--- src/rtl/r_rom_pkg.sv ---
// Shared definitions for the ROM read backend: FSM state encoding and default byte count.
package r_rom_pkg;

  localparam int R_ROM_BYTES = 8;

  typedef enum logic [1:0] {
    S_CMD = 2'd0,
    S_MEM = 2'd1,
    S_RSP = 2'd2
  } r_rom_state_t;

endpackage

--- src/rtl/r_rom_shifter.sv ---
// Byte-wide right shift register with parallel load; a new byte enters at the top.
// Used both to assemble an address (byte in = FIFO data) and to serialize data (byte in = 0).
module r_rom_shifter #(
  parameter int W = 64
) (
  input  logic         clk,
  input  logic         rst_n,
  input  logic         i_load,
  input  logic [W-1:0] i_load_data,
  input  logic         i_shift,
  input  logic [7:0]   i_byte,
  output logic [W-1:0] o_data
);

  logic [W-1:0] r_data;

  always_ff @(posedge clk) begin
    if (!rst_n) begin
      r_data <= '0;
    end else if (i_load) begin
      r_data <= i_load_data;
    end else if (i_shift) begin
      r_data <= {i_byte, r_data[W-1:8]};
    end
  end

  assign o_data = r_data;

endmodule

--- src/rtl/r_rom_backend.sv ---
// ROM read backend: gathers a BYTES-wide address from the command FIFO (LSB first), reads
// the ROM, then streams the BYTES-wide result LSB first into the response FIFO.
module r_rom_backend
  import r_rom_pkg::*;
#(
  parameter int BYTES = R_ROM_BYTES,
  parameter int AW    = 8 * BYTES,
  parameter int DW    = 8 * BYTES
) (
  input  logic          clk,
  input  logic          rst_n,
  input  logic          empty,
  output logic          rd_en,
  input  logic [7:0]    dout,
  input  logic          full,
  output logic          wr_en,
  output logic [7:0]    din,
  output logic          mem_req,
  output logic [AW-1:0] mem_addr,
  input  logic          mem_ack,
  input  logic [DW-1:0] mem_rdata,
  output logic          busy
);

  localparam logic [3:0] LP_BYTES = 4'(BYTES);
  localparam logic [3:0] LP_LAST  = 4'(BYTES - 1);

  r_rom_state_t  r_state;
  logic [3:0]    r_req_cnt;
  logic [3:0]    r_cap_cnt;
  logic          r_rd_vld;

  logic          w_rd_fire;
  logic          w_wr_fire;
  logic          w_ack;
  logic [AW-1:0] w_addr;
  logic [DW-1:0] w_data;

  // Handshakes: a FIFO read happens on a cycle with rd_en=1 (only raised when empty=0),
  // its byte is on dout one cycle later; a FIFO write happens on any cycle with wr_en=1
  // (only raised when full=0); a ROM read completes on the first S_MEM cycle with mem_ack=1.
  assign w_rd_fire = rst_n & (r_state == S_CMD) & ~empty & (r_req_cnt < LP_BYTES);
  assign w_wr_fire = rst_n & (r_state == S_RSP) & ~full;
  assign w_ack     = (r_state == S_MEM) & mem_ack;

  // r_cap_cnt counts captured address bytes in S_CMD and written data bytes in S_RSP.
  always_ff @(posedge clk) begin
    if (!rst_n) begin
      r_state   <= S_CMD;
      r_req_cnt <= '0;
      r_cap_cnt <= '0;
      r_rd_vld  <= 1'b0;
    end else begin
      r_rd_vld <= w_rd_fire;
      case (r_state)
        S_CMD: begin
          if (w_rd_fire) r_req_cnt <= r_req_cnt + 4'd1;
          if (r_rd_vld) begin
            if (r_cap_cnt == LP_LAST) begin
              r_state   <= S_MEM;
              r_req_cnt <= '0;
              r_cap_cnt <= '0;
            end else begin
              r_cap_cnt <= r_cap_cnt + 4'd1;
            end
          end
        end
        S_MEM: begin
          if (mem_ack) begin
            r_state   <= S_RSP;
            r_cap_cnt <= '0;
          end
        end
        S_RSP: begin
          if (w_wr_fire) begin
            if (r_cap_cnt == LP_LAST) begin
              r_state   <= S_CMD;
              r_req_cnt <= '0;
              r_cap_cnt <= '0;
            end else begin
              r_cap_cnt <= r_cap_cnt + 4'd1;
            end
          end
        end
        default: r_state <= S_CMD;
      endcase
    end
  end

  r_rom_shifter #(.W(AW)) u_addr_deser (
    .clk         (clk),
    .rst_n       (rst_n),
    .i_load      (1'b0),
    .i_load_data ({AW{1'b0}}),
    .i_shift     (r_rd_vld),
    .i_byte      (dout),
    .o_data      (w_addr)
  );

  r_rom_shifter #(.W(DW)) u_data_ser (
    .clk         (clk),
    .rst_n       (rst_n),
    .i_load      (w_ack),
    .i_load_data (mem_rdata),
    .i_shift     (w_wr_fire),
    .i_byte      (8'h00),
    .o_data      (w_data)
  );

  assign rd_en    = w_rd_fire;
  assign wr_en    = w_wr_fire;
  assign din      = rst_n ? w_data[7:0] : 8'h00;
  assign mem_req  = rst_n & (r_state == S_MEM);
  assign mem_addr = rst_n ? w_addr : {AW{1'b0}};
  assign busy     = rst_n & ~((r_state == S_CMD) & (r_req_cnt == 4'd0));

endmodule
--- config.mk ---
export PLATFORM = sky130hd
export DESIGN_NAME = r_rom_backend
export DESIGN_NICKNAME = d
export VERILOG_FILES = /design/src/rtl/r_rom_pkg.sv /design/src/rtl/r_rom_shifter.sv /design/src/rtl/r_rom_backend.sv
export SDC_FILE = /design/constraint.sdc
export NUM_CORES = 1
export LEC_CHECK = 0
export ABC_CLOCK_PERIOD_IN_PS = 1700
export BUFFER_PORTS_ARGS = -buffer_cell sky130_fd_sc_hd__buf_2
export CAP_MARGIN = 25
export CORE_ASPECT_RATIO = 2
export CORE_UTILIZATION = 35
export DETAILED_ROUTE_END_ITERATION = 16
export SYNTH_ARGS = -nofsm -noshare
export SYNTH_HDL_FRONTEND = slang
export SYNTH_SLANG_ARGS = --single-unit
export TNS_END_PERCENT = 10
--- constraint.sdc ---
create_clock -name clk -period 1.7 [get_ports clk]
set_input_delay 0.085 -clock clk [delete_from_list [all_inputs] [get_ports clk]]
set_output_delay 0.085 -clock clk [all_outputs]
set_load 0.03 [all_outputs]
Word-level counts from Yosys, hierarchy flattened
Cells that the tools add are included.

storage, ports and cells
  flip-flop bits (word level) = 139
  latch bits = 0
  memory bits (writable) = 0
  ROM bits = 0
  input port bits = 77
  output and inout port bits = 76
  word-level logic and storage cells = 58
  memories kept = 0

operators by class
  add/sub/neg operators = 2
  $mul = 0
  divide/modulo/power cells = 0
  order comparisons = 1
  equality and inequality tests = 8
  shifts and indexed selects = 0
  muxes and demuxes = 21
  bitwise gates (word level) = 12
  reduce and logical (&&, ||, !) cells = 8

operator list
  operator               count
  $mux W64               3
  $mux W4                9
  $pmux W4 S3            1
  $mux W2                5
  $and A1 B1 Y1          9
  $add A4 B1 Y4 const B  2
  $mux W8                1
  $pmux W4 S2            1
  $ne A2 B2 Y1 const B   3
  $pmux W2 S3            1
  $reduce_and A5 Y1      1
  $eq A4 B3 Y1 const B   1
  $logic_not A4 Y1       1
  $lt A4 B4 Y1 const B   1
  $ne A2 B1 Y1 const B   2
  $reduce_and A4 Y1      1
  $reduce_bool A2 Y1     2
  $not A1 Y1             3
  $reduce_and A3 Y1      1
  $reduce_bool A3 Y1     1
  $eq A2 B1 Y1 const B   1
  $eq A2 B2 Y1 const B   1
  $logic_not A2 Y1       1

Depth between registers and ports, before layout
Gate-level depths: netlist (run 1).

  word-level depth = 8
  mapped depth = 7
  gate-level depth less buffers = 5

Cells and area by module
Synthesis (run 1) repeated with hierarchy kept, for this count alone.

second synthesis, totals
  cells, all modules = 719
  area total of the unflattened synthesis = 8147.8 um2

by module, submodules not included
  module         instances  cells each  area an instance (um2)  seq. area each (um2)
  r_rom_shifter  2          284         3502.1                  1281.2
  r_rom_backend  1          151         1143.6                  220.2

Worst setup path before layout (run 1)
Ideal clock, no wire load.

  kind = flip-flop to flip-flop
  start point = reg r_state[1]
  end point = reg u_data_ser.r_data[19] (netlist: u_data_ser.o_data[19])
  setup time = 132 ps
  arrival = 1371 ps
  required time = 1568 ps
  path slack = 197 ps
  cell stages (with the launch flop) = 8
  buffers on the path = 4
  clock period less this slack = 1503 ps
  path through = dfxtp_1 -> buf_4 -> and4bb_1 -> buf_4 -> buf_6 -> buf_2 -> a22oi_1 -> a21oi_1

on the way
  cells in the longest elaborated chain, start to end = 4
  elaborated cells on any way between the ends = 7
  those cells by class = eq/ne (2); mux (1); bitwise (3); reduce/logical (1)

RTL lines
  item                                 line                 source
  start, declared                      r_rom_backend.sv:28  r_rom_state_t r_state;
  start signal, assigned               r_rom_backend.sv:49  r_state <= S_CMD;
  start signal, assigned               r_rom_backend.sv:60  r_state <= S_MEM;
  start signal, assigned               r_rom_backend.sv:70  r_state <= S_RSP;
  $eq A2 B2 Y1                         r_rom_backend.sv:43  assign w_wr_fire = rst_n & (r_state == S_RSP) & ~full;
  $and A1 B1 Y1 (2 in series)          r_rom_backend.sv:43
  named net wr_en                      r_rom_backend.sv:16  output logic wr_en,
  $reduce_bool A2 Y1 (no source line)  --
  end signal, assigned                 r_rom_shifter.sv:21  r_data <= i_load_data;
  end signal, assigned                 r_rom_shifter.sv:23  r_data <= {i_byte, r_data[W-1:8]};
  end, declared                        r_rom_shifter.sv:15  logic [W-1:0] r_data;

The timed path passes the listed nets, and every way through them passes these cells.
A chain may end at the register's enable or synchronous reset.

Worst setup path after layout (run 1)
  start point = reg r_state[0]
  end point = out wr_en

on the way
  cells in the longest elaborated chain, start to end = 3

RTL lines
  item                         line
  $eq A2 B2 Y1                 r_rom_backend.sv:43
  $and A1 B1 Y1 (2 in series)  r_rom_backend.sv:43
  end, declared                r_rom_backend.sv:16

No other way between the ends.

==> flow_summary.yaml, run 1 <==
run_status:
  status: "complete, no violations"
place:
  gp_congestion: 0.7806
  dp_hpwl_um: 11160
  io_buffers: 152
run:
  max-cap-violations: 0
synth:
  synthTopCellsByArea: "dfxtp_1 47%, mux2i_1 17%, and2_1 7.8%"
  syn_area_mm2: 0.005947
  synth_compound_area_share_pct: 11.21
  synth_cell_type_count: 35
  avgSynthCellArea_um2: 9.307
  synth_fa_ha_area_share_pct: 0.6312
  syn_nets: 719
  ys.warnings.count: 0
  synth.top_cell.area_share_pct: 46.79
  synth-seq-cells: 139
  synth.mux.area_fraction_pct: 17.53
  yosysSeqAreaShare_pct: 46.79
  syn_inst: 639
  synth_simple_gate_area_share_pct: 18.81
  synth_top_family_by_area: "simple AND/OR/NAND/NOR gates"
  yosys.area.top_type: "dfxtp_1"
  synthXorXnorAreaFrac_pct: 0.2946
finish:
  drive_above_1_share_pct: 25.55
  diodes: 0
  area_growth_pct: 39.53
  n_fill_cell: 1560
  seq_area_mm2: 0.002788
  nets: 932
  multiInputGateArea_mm2: 0.002897
min_path:
  hold_depth: 3
  worstHoldStart: "mem_rdata[30]"
  min_to: "u_data_ser.o_data[30]"
  hold_path.class: "primary input to register"
timing:
  tightest_slew_ns: 0.4983
  setup_viol_count_final: 0
  whs_ns: 0.01551
  layout_min_cycle_time_ns: 1.682
  max_slew_margin_pct: 66.78
  timing.final.crit_share_pct: 98.91
  max_freq_mhz: 594.7
  slew_viol_final: 0
  rsz0062_at_grt: "true"
  finClkSkew_ns: 0.01078
  finalHoldViolCount: 0
setup_path:
  crit_type: "register to output port"
  arrival_ns: 1.60
  ff2ff_path_depth: 4
  worst_setup_path_start_kind: "register"
  cp_top_family: "buffers and inverters"
  crit_path_end_kind: "output port"
  worstReg2RegEnd: "u_data_ser.o_data[36]"
  cp_common_cell: "buf_4"
  crit_path_max_incr_delay_ns: 0.40
  cp.required_ns: 1.62
  critical-path-slowest-cell: "and4bb_4"
  crit_fanout: 13
  rr_startpoint: "r_state[0]"
  rrSetupSlack_ns: 0.17
  path_cells: "and4bb_4 > buf_4 > buf_4"
  crit_buf_inv: 2
power_and_ir_drop:
  p_leak_nw: 3.468
  fin_total_pwr_mw: 7.705
  p_per_area_mw_per_mm2: 928.6
  ir_drop_uv: 627.8
floorplanning:
  die_area_mm2: 0.01755
  num_io_pins: 153
  placement_rows: 67
  dieWidth_um: 94.17
  initial_utilization_pct: 35.65
  core_area_mm2: 0.01668
  die_y_um: 186.3
clock_tree:
  cts_tree: "built"
  cts_made_buffers: 17
  clk_pin_slew_ns: 0.06
  cts_max_level: 4
  clk_latency_ns: 0.41
  cts_max_path_buffers: 2
  post_cts_buffers: 0
  clock-root-buffer: "clkbuf_16"
  cts_sinks: 139
routing:
  vias: 5149
  initialDrtViolationCount: 139
  dr.pass1.iters: 4
  drc: 0
  ant_nets: 0
  routedWlPerCell_um: 15.31
  totalWireLength_um: 16410
  viasPerCell: 4.803
global_route:
  grt_max_degree: 65
  grt.total_usage_pct: 18.89
  gr-total-overflow: 0
  antenna_found_initial: 0
  grt_pass1_wl_um: 25500
  grt_pass1_vias: 5175
## per-stage QoR
step                std cells  setup WS, ns   TNS, ns  utilization [%]  cell area (µm²)
floorplan                 639        0.1970         0                -             5947
global placement          973        0.2025         0            41.91             6992
detailed placement        973        0.1537         0            41.91             6992
CTS                      1072       0.02184         0            49.73             8295
global route             1072      -0.04035  -0.04035            49.74             8298
finish                   1072       0.01848         0            49.74             8298
## tightest hold or removal path, cell delays in order
cell and delay (ns):
buf_2 0.11, nor2_1 0.10, a211oi_1 0.06
## registers in the layout (all words and copies together), names as in the netlist
| name | count |
|---|---|
| r_cap_cnt | 4 |
| r_rd_vld | 1 |
| r_req_cnt | 4 |
| r_state | 2 |
| u_addr_deser.o_data | 64 |
| u_data_ser.o_data | 64 |
## synthesized netlist by cell type (all sizes together)
cell type and count:
nand3b 2, mux2 1, and3 1, o21ai 3
a2111oi 1, nor2 122, a31oi 2, xnor2 1
and2 74, xor2 1, dfxtp 139, nand2 22
nand2b 2, nor2b 2, clkbuf 30, a211oi 38
buf 23, and4bb 1, a21oi 24, o21a 1
nor3 2, mux2i 103, a22oi 28, ha 3
nor3b 2, and3b 1, nand3 4, inv 5
o31ai 1
## placed cells by master (no fill, tap or decap), types with 2 or more instances in the layout
| cell | count |
|---|---|
| a22oi_1 | 28 |
| and2_1 | 73 |
| nand2_1 | 22 |
| buf_12 | 5 |
| buf_4 | 24 |
| a21oi_1 | 24 |
| nor3_1 | 2 |
| inv_8 | 4 |
| nor2_2 | 2 |
| clkinv_4 | 2 |
| nand2b_1 | 2 |
| nor3b_1 | 2 |
| dlygate4sd3_1 | 67 |
| clkbuf_16 | 17 |
| a211oi_1 | 38 |
| bufinv_16 | 3 |
| nand3b_1 | 2 |
| inv_6 | 5 |
| nor2_1 | 120 |
| mux2i_1 | 103 |
| nand3_1 | 3 |
| ha_1 | 3 |
| o21ai_0 | 3 |
| a31oi_1 | 2 |
| dfxtp_1 | 137 |
| nor2b_1 | 2 |
| inv_1 | 4 |
| buf_2 | 151 |
## layout make-up
class                   count  area share [%]
repair buffers            247           20.57
clock buffers              17           5.127
inverters                   5          0.2563
well taps                 207           3.121
multi-input cells         442           34.91
flip-flops and latches    139           33.59
clock inverters            15           2.428
## timing repair
| item | in CTS | in global routing |
|---|---|---|
| hold buffers | 67 | 0 |
| hold endpoints to repair | 67 | 0 |
| resized for setup | 3 | 1 |
| endpoints found under the setup margin | 2 | 3 |
## routing by layer
metal  vias to the layer above  global-route usage [%]  share of wire (%)
li1                       2607                       -                  -
met5                         -                       0                  0
met1                      2367                   19.13                 39
met2                       154                   36.23                 55
met3                        21                   3.708                4.0
met4                         0                   7.337                2.3
## power breakdown
part / switching, mW / internal (mW) / total [mW]
Sequential: 0.0189 / 3.28 / 3.30
Clock: 1.55 / 2.38 / 3.93
Combinational: 0.229 / 0.254 / 0.483
## logic make-up after synthesis
logic type	Yosys count
AO/OA/AOI/OAI	98
AND/OR/NAND/NOR	235
buffers and inverters	58
XOR/XNOR	2
multiplexers	104
flip-flops	139
adder cells (fa/ha/maj)	3
## worst max path at each step
stage,startpoint,to,slack (ns),cells past startpoint
2_1_floorplan,r_state[1],u_data_ser.o_data[19],0.20,7
3_3_place_gp,r_state[0],r_cap_cnt[1],0.20,4
3_5_place_dp,r_state[1],u_data_ser.o_data[36],0.15,4
4_1_cts,r_state[0],wr_en,0.02,3
5_1_grt,r_state[0],wr_en,-0.04,3
6_report,r_state[0],wr_en,0.02,3
(Power assumes the default switching activity.)
==> run 2, diff against run 1 <==
--- a/config.mk
+++ b/config.mk
@@ -9,8 +9,9 @@
 export BUFFER_PORTS_ARGS = -buffer_cell sky130_fd_sc_hd__buf_2
 export CAP_MARGIN = 25
 export CORE_ASPECT_RATIO = 2
-export CORE_UTILIZATION = 35
+export CORE_UTILIZATION = 53
 export DETAILED_ROUTE_END_ITERATION = 16
+export PLACE_DENSITY = 0.8
 export SYNTH_ARGS = -nofsm -noshare
 export SYNTH_HDL_FRONTEND = slang
 export SYNTH_SLANG_ARGS = --single-unit
==> run 2 against run 1 <==
Against the previous run: global-route usage is 9.3 points higher; sequential share of layout area is 0.61 points higher; maximum frequency is 2.4% higher; register-to-register slack worse by 0.02 ns; combinational power hardly changed; largest power group unchanged; worst setup slack better by 0.040 ns; utilization is 25 points higher; largest cell class unchanged.
==> flow_summary.yaml, run 2 (synthesis results as in run 1) <==
run_status:
  status: "complete, no violations"
timing:
  layout_min_cycle_time_ns: 1.642
  setup_viol_count_final: 0
  max_freq_mhz: 609.1
  finalHoldViolCount: 0
  finClkSkew_ns: 0.006700
  max_slew_margin_pct: 59.38
  tightest_slew_ns: 0.6079
  slew_viol_final: 0
  rsz0062_at_grt: "false"
  timing.final.crit_share_pct: 96.58
routing:
  initialDrtViolationCount: 306
  viasPerCell: 5.445
  vias: 5391
  ant_nets: 0
  totalWireLength_um: 16650
  drc: 0
  routedWlPerCell_um: 16.81
  dr.pass1.iters: 5
floorplanning:
  die_area_mm2: 0.01167
  placement_rows: 54
  die_y_um: 151.8
  core_area_mm2: 0.01095
  num_io_pins: 153
  initial_utilization_pct: 54.33
  dieWidth_um: 76.90
global_route:
  antenna_found_initial: 0
  grt_max_degree: 78
  gr-total-overflow: 0
  grt_pass1_vias: 5355
  grt.total_usage_pct: 28.22
  grt_pass1_wl_um: 25960
place:
  gp_congestion: 0.7689
  dp_hpwl_um: 10290
  io_buffers: 152
  dp_cells: 889
  dpl_cell_area_mm2: 0.006780
setup_path:
  cp_top_family: "buffers and inverters"
  path_cells: "and4bb_4 > buf_16 > buf_6"
  cp.required_ns: 1.62
  worst_setup_path_start_kind: "register"
  crit_path_max_incr_delay_ns: 0.40
  crit_fanout: 29
  critical-path-slowest-cell: "and4bb_4"
  crit_path_end_kind: "output port"
  arrival_ns: 1.56
  crit_buf_inv: 2
  crit_type: "register to output port"
clock_tree:
  clock-root-buffer: "clkbuf_16"
  cts_max_level: 4
  cts_tree: "built"
  clk_pin_slew_ns: 0.06
  clk_latency_ns: 0.41
  cts_max_path_buffers: 2
  cts_sinks: 139
  cts_made_buffers: 17
power_and_ir_drop:
  ir_drop_uv: 816.8
  clkPwrFrac_pct: 50.2
  p_int_mw: 5.987
  pwr-share-seq_pct: 43.5
  combinationalPowerShare_pct: 6.3
  power.switching_mw: 1.597
  p_sw_share_pct: 21.06
  p_per_area_mw_per_mm2: 931.0
  p_leak_nw: 3.401
run:
  max-cap-violations: 0
finish:
  drive_above_1_share_pct: 24.00
  fin_cells: 990
  area_growth_pct: 36.99
  final_cell_mix: "151 x buf_2, 138 x dfxtp_1, 120 x nor2_1, 103 x mux2i_1, 73 x and2_1"
  utilization_pct: 74.43
  diodes: 0
  final_area_mm2: 0.008147
  nets: 917
  layout_commonest_cell: "buf_2"
min_path:
  hold_path.class: "primary input to register"
[run 2: cell types whose count changed in the layout (fill, tap and decap cells not counted), moves of 3 or more]
cell	previous run	this run
inv_6	5	2
clkbuf_8	0	5
clkinvlp_4	0	3
buf_4	24	6
inv_8	4	0
[run 2: per-layer routing]
layer  wire, µm  vias up  global-route usage, %
met1       6124     2536                  29.01
met3        863       39                  6.667
li1           -     2579                      -
met5          0        -                      0
met2       9026      237                  51.74
met4        631        0                  14.47
[run 2: path summary, 6_finish.rpt]
path	startpoint	to	slack [ns]	cells after the start
worst max-delay path	r_state[0]	wr_en	0.06	3
worst min register to register	u_data_ser.o_data[22]	u_data_ser.o_data[22]	0.46	2
worst max register to register	r_state[0]	r_cap_cnt[1]	0.15	5
worst min-delay path	mem_rdata[30]	u_data_ser.o_data[30]	0.0006	3
[run 2: power groups by stage]
| stage | combinational (mW) | clock, mW | sequential [mW] |
|---|---|---|---|
| after detailed placement | 0.349 | 0 | 3.37 |
| final | 0.480 | 3.81 | 3.30 |
| after CTS | 0.472 | 3.86 | 3.30 |
| after global routing | 0.513 | 4.00 | 3.30 |
| after floorplan | 0.201 | 0 | 3.36 |
| after global placement | 0.340 | 0 | 3.37 |
[run 2: cell type report]
cell class	count	area, µm²
Clock buffer	25	526.8
Clock inverter	7	100.1
Fill cell	753	2799
Inverter	5	21.27
Multi-Input combinational cell	442	2912
Sequential cell	139	2786
Tap cell	140	175.2
Timing Repair Buffer	232	1625
[run 2: repair_timing]
action,CTS,global route
buffers inserted,0,0
resized for setup,6,2
gates cloned,0,1
hold buffers,67,1
setup endpoints to repair,28,3
hold endpoints to repair,67,1
[run 2: worst register-to-register path, delay by kind of cell, from the launching register on]
family          cells  cell delay (ns)
buf+inv             1             0.20
simple gates        1             0.11
mux                 1             0.36
flops               1             0.35
compound gates      2             0.47
[run 2: per-stage QoR]
step	TNS [ns]	hold slack, ns	setup WS, ns	power (mW)
final	0	0.0005949	0.05818	7.585
after global routing	0	0.01356	0.01292	7.813
after CTS	0	0.002602	0.007994	7.627
after detailed placement	-0.3182	0.3289	-0.06366	3.717
after global placement	0	0.3210	0.07006	3.707
after floorplan	0	0.2322	0.1970	3.563
==> run 3, diff against run 2 <==
--- a/config.mk
+++ b/config.mk
@@ -9,6 +9,7 @@
 export BUFFER_PORTS_ARGS = -buffer_cell sky130_fd_sc_hd__buf_2
 export CAP_MARGIN = 25
 export CORE_ASPECT_RATIO = 2
+export CORE_MARGIN = 10
 export CORE_UTILIZATION = 53
 export DETAILED_ROUTE_END_ITERATION = 16
 export PLACE_DENSITY = 0.8
==> run 3 against run 2 <==
Against the previous run: sequential power about the same; critical path depth unchanged; register-to-register slack about the same; largest cell class unchanged; via count down 1.3%; largest power group unchanged.
==> flow_summary.yaml, run 3 (synthesis results as in run 1) <==
clock_tree:
  cts_max_path_buffers: 2
  clock-root-buffer: "clkbuf_16"
  cts_tree: "built"
  post_cts_buffers: 0
  cts_sinks: 139
  clk_latency_ns: 0.41
  cts_made_buffers: 17
  cts_max_level: 4
  clk_pin_slew_ns: 0.06
run:
  max-cap-violations: 0
routing:
  totalWireLength_um: 18220
  dr.pass1.iters: 5
  viasPerCell: 5.403
  ant_nets: 0
  drc: 0
  routedWlPerCell_um: 18.50
  vias: 5322
  initialDrtViolationCount: 192
place:
  gp_congestion: 0.8073
  dpl_cell_area_mm2: 0.006775
  io_buffers: 152
  dp_hpwl_um: 11840
setup_path:
  worst_setup_path_start_kind: "register"
  arrival_ns: 1.57
  cp.required_ns: 1.62
  crit_fanout: 29
  crit_path_end_kind: "output port"
  ff2ff_path_depth: 4
  crit_type: "register to output port"
finish:
  diodes: 0
  drive_above_1_share_pct: 24.38
  nets: 912
  final_area_mm2: 0.008071
  utilization_pct: 73.74
  n_fill_cell: 808
  final_cell_mix: "150 x buf_2, 138 x dfxtp_1, 120 x nor2_1, 103 x mux2i_1, 73 x and2_1"
  area_growth_pct: 35.72
  layout_commonest_cell: "buf_2"
power_and_ir_drop:
  p_leak_nw: 3.366
  ir_drop_uv: 866.6
  p_per_area_mw_per_mm2: 933.3
  p_int_mw: 5.884
  combinationalPowerShare_pct: 6.2
  power.switching_mw: 1.649
  p_sw_share_pct: 21.89
  pwr-share-seq_pct: 43.8
  fin_total_pwr_mw: 7.533
  clkPwrFrac_pct: 50.0
global_route:
  grt_pass1_wl_um: 28770
  gr-total-overflow: 0
  antenna_found_initial: 0
  grt_max_degree: 78
  grt.total_usage_pct: 22.48
  grt_pass1_vias: 5600
floorplanning:
  num_io_pins: 153
  core_area_mm2: 0.01095
  initial_utilization_pct: 54.33
  die_area_mm2: 0.01611
  die_y_um: 169.8
  placement_rows: 54
  dieWidth_um: 94.90
timing:
  rsz0062_at_grt: "true"
  setup_viol_count_final: 0
  timing.final.crit_share_pct: 97.09
  max_freq_mhz: 605.9
  finalSetupTns_ns: 0
  finalHoldViolCount: 0
  tightest_slew_ns: 0.6072
  max_slew_margin_pct: 59.42
  finClkSkew_ns: 0.01119
  slew_viol_final: 0
  layout_min_cycle_time_ns: 1.651
run_status:
  status: "complete, no violations"
min_path:
  hold_path.class: "primary input to register"
  hold_depth: 3
[run 3: final cells by class]
class | count | area, µm² | share of cell area, %
clock inverters | 12 | 165.2 | 2.046
repair buffers | 227 | 1563 | 19.36
well taps | 140 | 175.2 | 2.170
multi-input cells | 442 | 2914 | 36.10
inverters | 5 | 21.27 | 0.2635
flip-flops and latches | 139 | 2786 | 34.52
clock buffers | 20 | 446.7 | 5.534
[run 3: per-layer routing]
metal | global-route usage [%] | wire length, µm | share of wire, %
met1 | 22.05 | 6425 | 35
met3 | 6.602 | 1190 | 6.5
met2 | 40.76 | 9828 | 54
met4 | 11.52 | 775 | 4.3
met5 | 0 | 0 | 0
[run 3: timing repair]
item,4_1_cts,5_1_grt
gates resized for setup,5,5
cloned,0,1
hold buffers,62,0
setup endpoints to repair,28,5
hold endpoints to repair,62,0
[run 3: final timing paths]
kind	start	to	slack, ns
setup reg to reg	r_state[0]	u_data_ser.o_data[24]	0.14
hold reg to reg	u_data_ser.o_data[22]	u_data_ser.o_data[22]	0.46
hold / removal	mem_rdata[56]	u_data_ser.o_data[56]	0.01
setup / recovery	r_state[0]	wr_en	0.05
[run 3: critical path, cell delays in order, from the launching register on]
cell and delay [ns]:
dfxtp_1 0.32, and4bb_4 0.41, buf_16 0.25, buf_6 0.17
[run 3: power by group through the flow]
stage | Clock (mW) | Sequential, mW | Combinational, mW
floorplan | 0 | 3.36 | 0.201
global placement | 0 | 3.37 | 0.340
detailed placement | 0 | 3.37 | 0.346
CTS | 3.83 | 3.30 | 0.460
global route | 3.96 | 3.30 | 0.506
finish | 3.77 | 3.30 | 0.470
[run 3: stage by stage]
stage / hold WS, ns / setup WS [ns] / instances
global route: 0.001998 / -0.01685 / 985
finish: 0.01372 / 0.04944 / 985
CTS: 0.006808 / -0.003763 / 984
detailed placement: 0.3325 / -0.07293 / 890
global placement: 0.3204 / 0.03309 / 890
floorplan: 0.2322 / 0.1970 / 639
